### src/rtl/hazard_unit.sv
// ID-side stall/flush controller for the 5-stage MIPS pipeline.
// Optional multi-cycle mult/div tracking enabled by HAZARD_MULDIV_EN.
module hazard_unit #(
    parameter int MD_LATENCY = 32,
    parameter int CNT_W      = 6
) (
    input  logic       clk,
    input  logic       rst,
    input  logic [4:0] ID_Rs,
    input  logic [4:0] ID_Rt,
    input  logic       ID_UsesRs,
    input  logic       ID_UsesRt,
    input  logic       ID_MulDiv,
    input  logic       ID_ReadsHiLo,
    input  logic       ID_EX_MemRead,
    input  logic [4:0] ID_EX_Rt,
    input  logic       EX_BranchTaken,
    output logic       PCWrite,
    output logic       IF_ID_Write,
    output logic       IF_ID_Flush,
    output logic       ID_EX_Bubble,
    output logic       MD_Start,
    output logic       MD_Busy,
    output logic       MD_Done
);

    logic load_use;
    logic md_haz;
    logic stall;

    always_comb begin
        load_use = ID_EX_MemRead && (ID_EX_Rt != 5'd0) &&
                   ((ID_UsesRs && (ID_Rs == ID_EX_Rt)) ||
                    (ID_UsesRt && (ID_Rt == ID_EX_Rt)));
    end

`ifdef HAZARD_MULDIV_EN
    typedef enum logic {
        IDLE = 1'b0,
        BUSY = 1'b1
    } state_t;

    state_t           state_q, state_d;
    logic [CNT_W-1:0] cnt_q, cnt_d;
    logic             done_q, done_d;
    logic             md_start;

    assign md_haz   = (state_q == BUSY) && (ID_MulDiv || ID_ReadsHiLo);
    assign md_start = ID_MulDiv && !stall && !EX_BranchTaken;

    always_comb begin
        state_d = state_q;
        cnt_d   = cnt_q;
        done_d  = 1'b0;
        unique case (state_q)
            IDLE: begin
                if (md_start) begin
                    state_d = BUSY;
                    cnt_d   = CNT_W'(MD_LATENCY - 1);
                end
            end
            BUSY: begin
                // A second mult/div while busy is stalled, so no restart here.
                if (cnt_q == '0) begin
                    state_d = IDLE;
                    done_d  = 1'b1;
                end else begin
                    cnt_d = cnt_q - CNT_W'(1);
                end
            end
            default: begin
                state_d = IDLE;
                cnt_d   = '0;
            end
        endcase
    end

    always_ff @(posedge clk or negedge rst) begin
        if (!rst) begin
            state_q <= IDLE;
            cnt_q   <= '0;
            done_q  <= 1'b0;
        end else begin
            state_q <= state_d;
            cnt_q   <= cnt_d;
            done_q  <= done_d;
        end
    end

    assign MD_Start = md_start;
    assign MD_Busy  = (state_q == BUSY);
    assign MD_Done  = done_q;
`else
    logic             unused_in;
    logic [CNT_W-1:0] unused_cnt;

    assign unused_in  = ^{clk, rst, ID_MulDiv, ID_ReadsHiLo};
    assign unused_cnt = CNT_W'(MD_LATENCY);

    assign md_haz   = 1'b0;
    assign MD_Start = 1'b0;
    assign MD_Busy  = 1'b0;
    assign MD_Done  = 1'b0;
`endif

    assign stall = load_use || md_haz;

    // A taken branch squashes the ID instruction, so its stall is moot.
    always_comb begin
        PCWrite      = 1'b1;
        IF_ID_Write  = 1'b1;
        IF_ID_Flush  = 1'b0;
        ID_EX_Bubble = 1'b0;
        if (EX_BranchTaken) begin
            IF_ID_Flush  = 1'b1;
            ID_EX_Bubble = 1'b1;
        end else if (stall) begin
            PCWrite      = 1'b0;
            IF_ID_Write  = 1'b0;
            ID_EX_Bubble = 1'b1;
        end
    end

endmodule

### config.mk
export PLATFORM = sky130hd
export DESIGN_NAME = hazard_unit
export DESIGN_NICKNAME = d
export VERILOG_FILES = /design/src/rtl/hazard_unit.sv
export SDC_FILE = /design/constraint.sdc
export NUM_CORES = 1
export LEC_CHECK = 0
export ABC_AREA = 1
export CORE_AREA = 2 2 39 41
export DETAILED_ROUTE_END_ITERATION = 12
export DIE_AREA = 0 0 41 43
export PLACE_DENSITY = 0.72
export SLEW_MARGIN = 20
export SYNTH_ARGS = -nofsm -noshare
export SYNTH_HDL_FRONTEND = slang
export SYNTH_SLANG_ARGS = --single-unit
### constraint.sdc
create_clock -name vclk -period 1.73
set_input_delay 0.519 -clock vclk [all_inputs]
set_output_delay 0.519 -clock vclk [all_outputs]
set_load 0.05 [all_outputs]
* Word-level counts from Yosys, hierarchy flattened
Cells that the tools add are included.
Cells by class: add/sub/neg operators 0, order comparisons 0, eq/ne operators 2, multiply operators 0, shifts and indexed selects 0, div/mod/pow operators 0, reductions and logical operators 6, mux-type cells 5, bitwise logic cells 0
Operators by type and width (count):
- equality test 5 bit | 2
- 2-to-1 mux 1 bit | 5
- nonzero test 5 bit | 1
- logical AND 1 bit | 4
- logical OR 1 bit | 1
Storage, ports and cells: RAM bits 0, register bits after elaboration 0, latch bits 0, memories 0, output and inout port bits 7, bits in read-only memories 0, input port bits 23

* Longest topological paths before layout
word-level depth 6, depth in mapped cells 8, gate-level depth less buffers 8

* Worst setup path after synthesis
No wires, ideal clock.
kind input port to output port, from input port ID_Rt[3], to output port PCWrite, setup slack -427 ps, cell stages on the path 8, buffers on the path 1, arrival 1638 ps, cells stage by stage inv_1 nand2_1 nand2_2 nor2_2 nand3_1 nand2_1 nand3_1 buf_4
On the way: word-level cells in the longest chain between the ends 6
RTL lines:
- start, declared | RTL line 10 | input logic [4:0] ID_Rt,
- equality test 5 bit | RTL line 34 | (ID_UsesRt && (ID_Rt == ID_EX_Rt)));
- logical AND 1 bit | RTL line 34
- logical OR 1 bit | RTL line 33 | ((ID_UsesRs && (ID_Rs == ID_EX_Rt)) ||
- logical AND 1 bit | RTL line 32 | load_use = ID_EX_MemRead && (ID_EX_Rt != 5'd0) &&
- 2-to-1 mux 1 bit (2 in series)
- end, declared | RTL line 18 | output logic PCWrite,
Every way passes these cells.

* Final worst setup path
from input port ID_EX_Rt[2], to output port IF_ID_Write
On the way: word-level cells in the longest chain between the ends 6
RTL lines:
- start, declared | RTL line 16 | input logic [4:0] ID_EX_Rt,
- equality test 5 bit (on tied branches) | RTL line 33, 34
- logical AND 1 bit (on tied branches) | RTL line 33, 34
- logical OR 1 bit | RTL line 33
- logical AND 1 bit (*) | RTL line 32
- 2-to-1 mux 1 bit (*) | RTL line 117 | end else if (stall) begin
- 2-to-1 mux 1 bit (*) | RTL line 114 | if (EX_BranchTaken) begin
- end, declared | RTL line 19 | output logic IF_ID_Write,
Mark *: on every way between the ends. The rest lies on a longest branch, timed or not.

==> metrics.md <==
| Metric | Value |
|---|---|
| Wirelength per Cell | `7.07 um` |
| Slowest CP cell | `buf_12` |
| Peak VDD IR | `75.3 uV` |
| Req. time, crit path | `1210 ps` |
| DP Wirelength | `663 um` |
| Yosys top cell area share | `36.7%` |
| Sw Pwr | `0.0000748 W` |
| Most common cell in the netlist | `nand2_1` |
| Post-Syn Area | `287 um^2` |
| Failing checks | `negative setup slack` |
| Static Leak | `0.348 nW` |
| Setup Crit Path Kind | `input pin to primary output` |
| Placed Cells | `103` |
| Clock Power Share | `0%` |
| Number of diodes | `0` |
| Port Buffer Count | `23` |
| Final setup fails | `3` |
| Metal-1 WL | `286 um` |
| Vias | `399` |
| Count of different cell masters after synthesis | `11` |
| Power density over cell area | `242 nW/um^2` |
| 1st-pass router iterations | `4` |
| Number of global-route vias before repair | `363` |
| Crit. End Element | `primary output` |
| Worst min path class | `input pin to primary output` |
| Post-synthesis sequential area ratio | `0%` |
| Total Negative Setup Slacks | `-253 ps` |
| Max Fclk | `550 MHz` |
| Core area | `1380 um^2` |
| Nets | `112` |
| Hold Fails Final Rpt | `0` |
| 1st-iter DRT viols | `4` |
| Worst Setup Slack, final | `-86.9 ps` |
| GPL Wtd Cong | `0.803` |
| Clock buffers | `0` |
| Combinational Power Share | `100.0%` |
| Period utilization | `105%` |
| Register area | `0 um^2` |
| P&R area growth vs syn | `104%` |
| Top post-synthesis cells by area | `nand2_1, inv_1, buf_4, nor2_1, inv_2` |
| Fin crit period | `1820 ps` |
| YS warnings | `0` |
| Gr usage total | `9.29%` |
| CP Launch Type | `input pin` |
| Row Count | `14` |
| Max Slew Vio Count | `0` |
| Max_cap viols | `0` |
| Most frequent cells after synthesis | `nand2_1, inv_1, nor2_1, buf_4, inv_2` |
| Met3 wire len | `71 um` |
| Full die area | `1760 um^2` |
| Internal Power | `0.0000668 W` |
| Antenna viol nets, final | `0` |
| Die Span Y | `43 um` |
| Sw Share | `52.8%` |
| Flop pwr share | `0%` |
| Die Width | `41 um` |
| First-pass GRT wire length | `1260 um` |
| Hold buffer count at CTS | `0` |
| Most frequent CP cell | `nand2_1` |
| Data arrival at the endpoint of the critical path | `1300 ps` |
| Starting Density | `20.7%` |
| Uppermost routed layer | `met3` |
| Pin count of the biggest net entering global routing | `5` |
| Layout cells sized above 1 | `50.6%` |
| Vias per cell | `3.87` |
| Status | `complete, but fails checks` |
| DP Area | `569 um^2` |
| DR DRC count | `0` |
| RSZ-0062 raised after global routing | `true` |
| Met2 WL | `370 um` |
| Total grt overflow | `0` |
| Sequential cell count | `0` |
| Io pins | `30` |
| Post-Syn Instances | `66` |
| Critical path's largest stage delay | `160 ps` |
| Post-route cell area | `584 um^2` |
| Syn Area/Cell | `4.34 um^2` |
| Total Wirelength | `728 um` |
| Initial antenna violation count | `0` |
| Fin cells | `103` |
| Leading area contributor after synthesis | `nand2_1` |
| Critical-path maximum fanout | `4` |
| Crit-path cells | `buf_8 > inv_4 > nand2_1 > nand2_1 > nor2_2 > nand3_1 > nand2_2 > nand3_4 > buf_12` |
kinds of logic (layout without fill, tap and decap cells):
family / after synthesis / in the layout / share of synthesized area [%]
AO/OA/AOI/OAI: 1 / 1 / 1.75
buffers and inverters: 21 / 40 / 34.1
other: 1 / 3 / 1.31
AND/OR/NAND/NOR: 43 / 43 / 62.9
placed cells by master, fill, tap and decap left out, drive strengths merged:
master	instances
conb	3
nand2	31
o21ai	1
nor2	8
nand4	1
clkbuf	1
nand3	3
dlygate4sd2	3
inv	16
buf	20
power groups by stage:
| stage | Combinational (W) | Clock, W | Sequential (W) |
|---|---|---|---|
| 2_1_floorplan | 0.0000742 | 0 | 0 |
| 3_3_place_gp | 0.000136 | 0 | 0 |
| 3_5_place_dp | 0.000138 | 0 | 0 |
| 4_1_cts | 0.000135 | 0 | 0 |
| 5_1_grt | 0.000155 | 0 | 0 |
| 6_report | 0.000142 | 0 | 0 |
final cells by class:
cell class                 instances  area, um^2
fill                             151         800
inverter                          16        72.6
timing repair buffer              24         263
tap                               16        20.0
multi-input combinational         47         229
routing by layer:
layer / track usage (%) / up-vias
li1: - / 222
met1: 11.7 / 160
met2: 17.2 / 17
met3: 0.524 / 0
met4: 0 / 0
met5: 0 / -
per-stage QoR:
step                      setup slack [ps]  util (%)  hold WS, ps  total power, W
after global placement                -580      41.1         1740        0.000136
after detailed placement              -598      41.1         1740        0.000138
after global routing                  -177      42.2         1520        0.000155
after floorplan                      -82.9         -         1210       0.0000742
after CTS                             -117      40.3         1520        0.000135
final                                -86.9      42.2         1510        0.000142
repair_timing:
action | in CTS | in global routing
buffers inserted | 0 | 0
cloned | 0 | 0
pin swaps | 26 | 14
gates resized for setup | 84 | 13
endpoints found under the setup margin | 4 | 3
critical path: cells and delay by family:
kind,cells,cell delay [ps]
AND/OR/NAND/NOR,6,500
buffers and inverters,3,270
path summary, 6_finish.rpt:
kind / from / end / slack (ps) / depth (start not counted)
setup / recovery: ID_EX_Rt[2] / IF_ID_Write / -90 / 9
hold / removal: EX_BranchTaken / IF_ID_Flush / 1510 / 3
No activity file was read; power rests on OpenSTA's default activity.
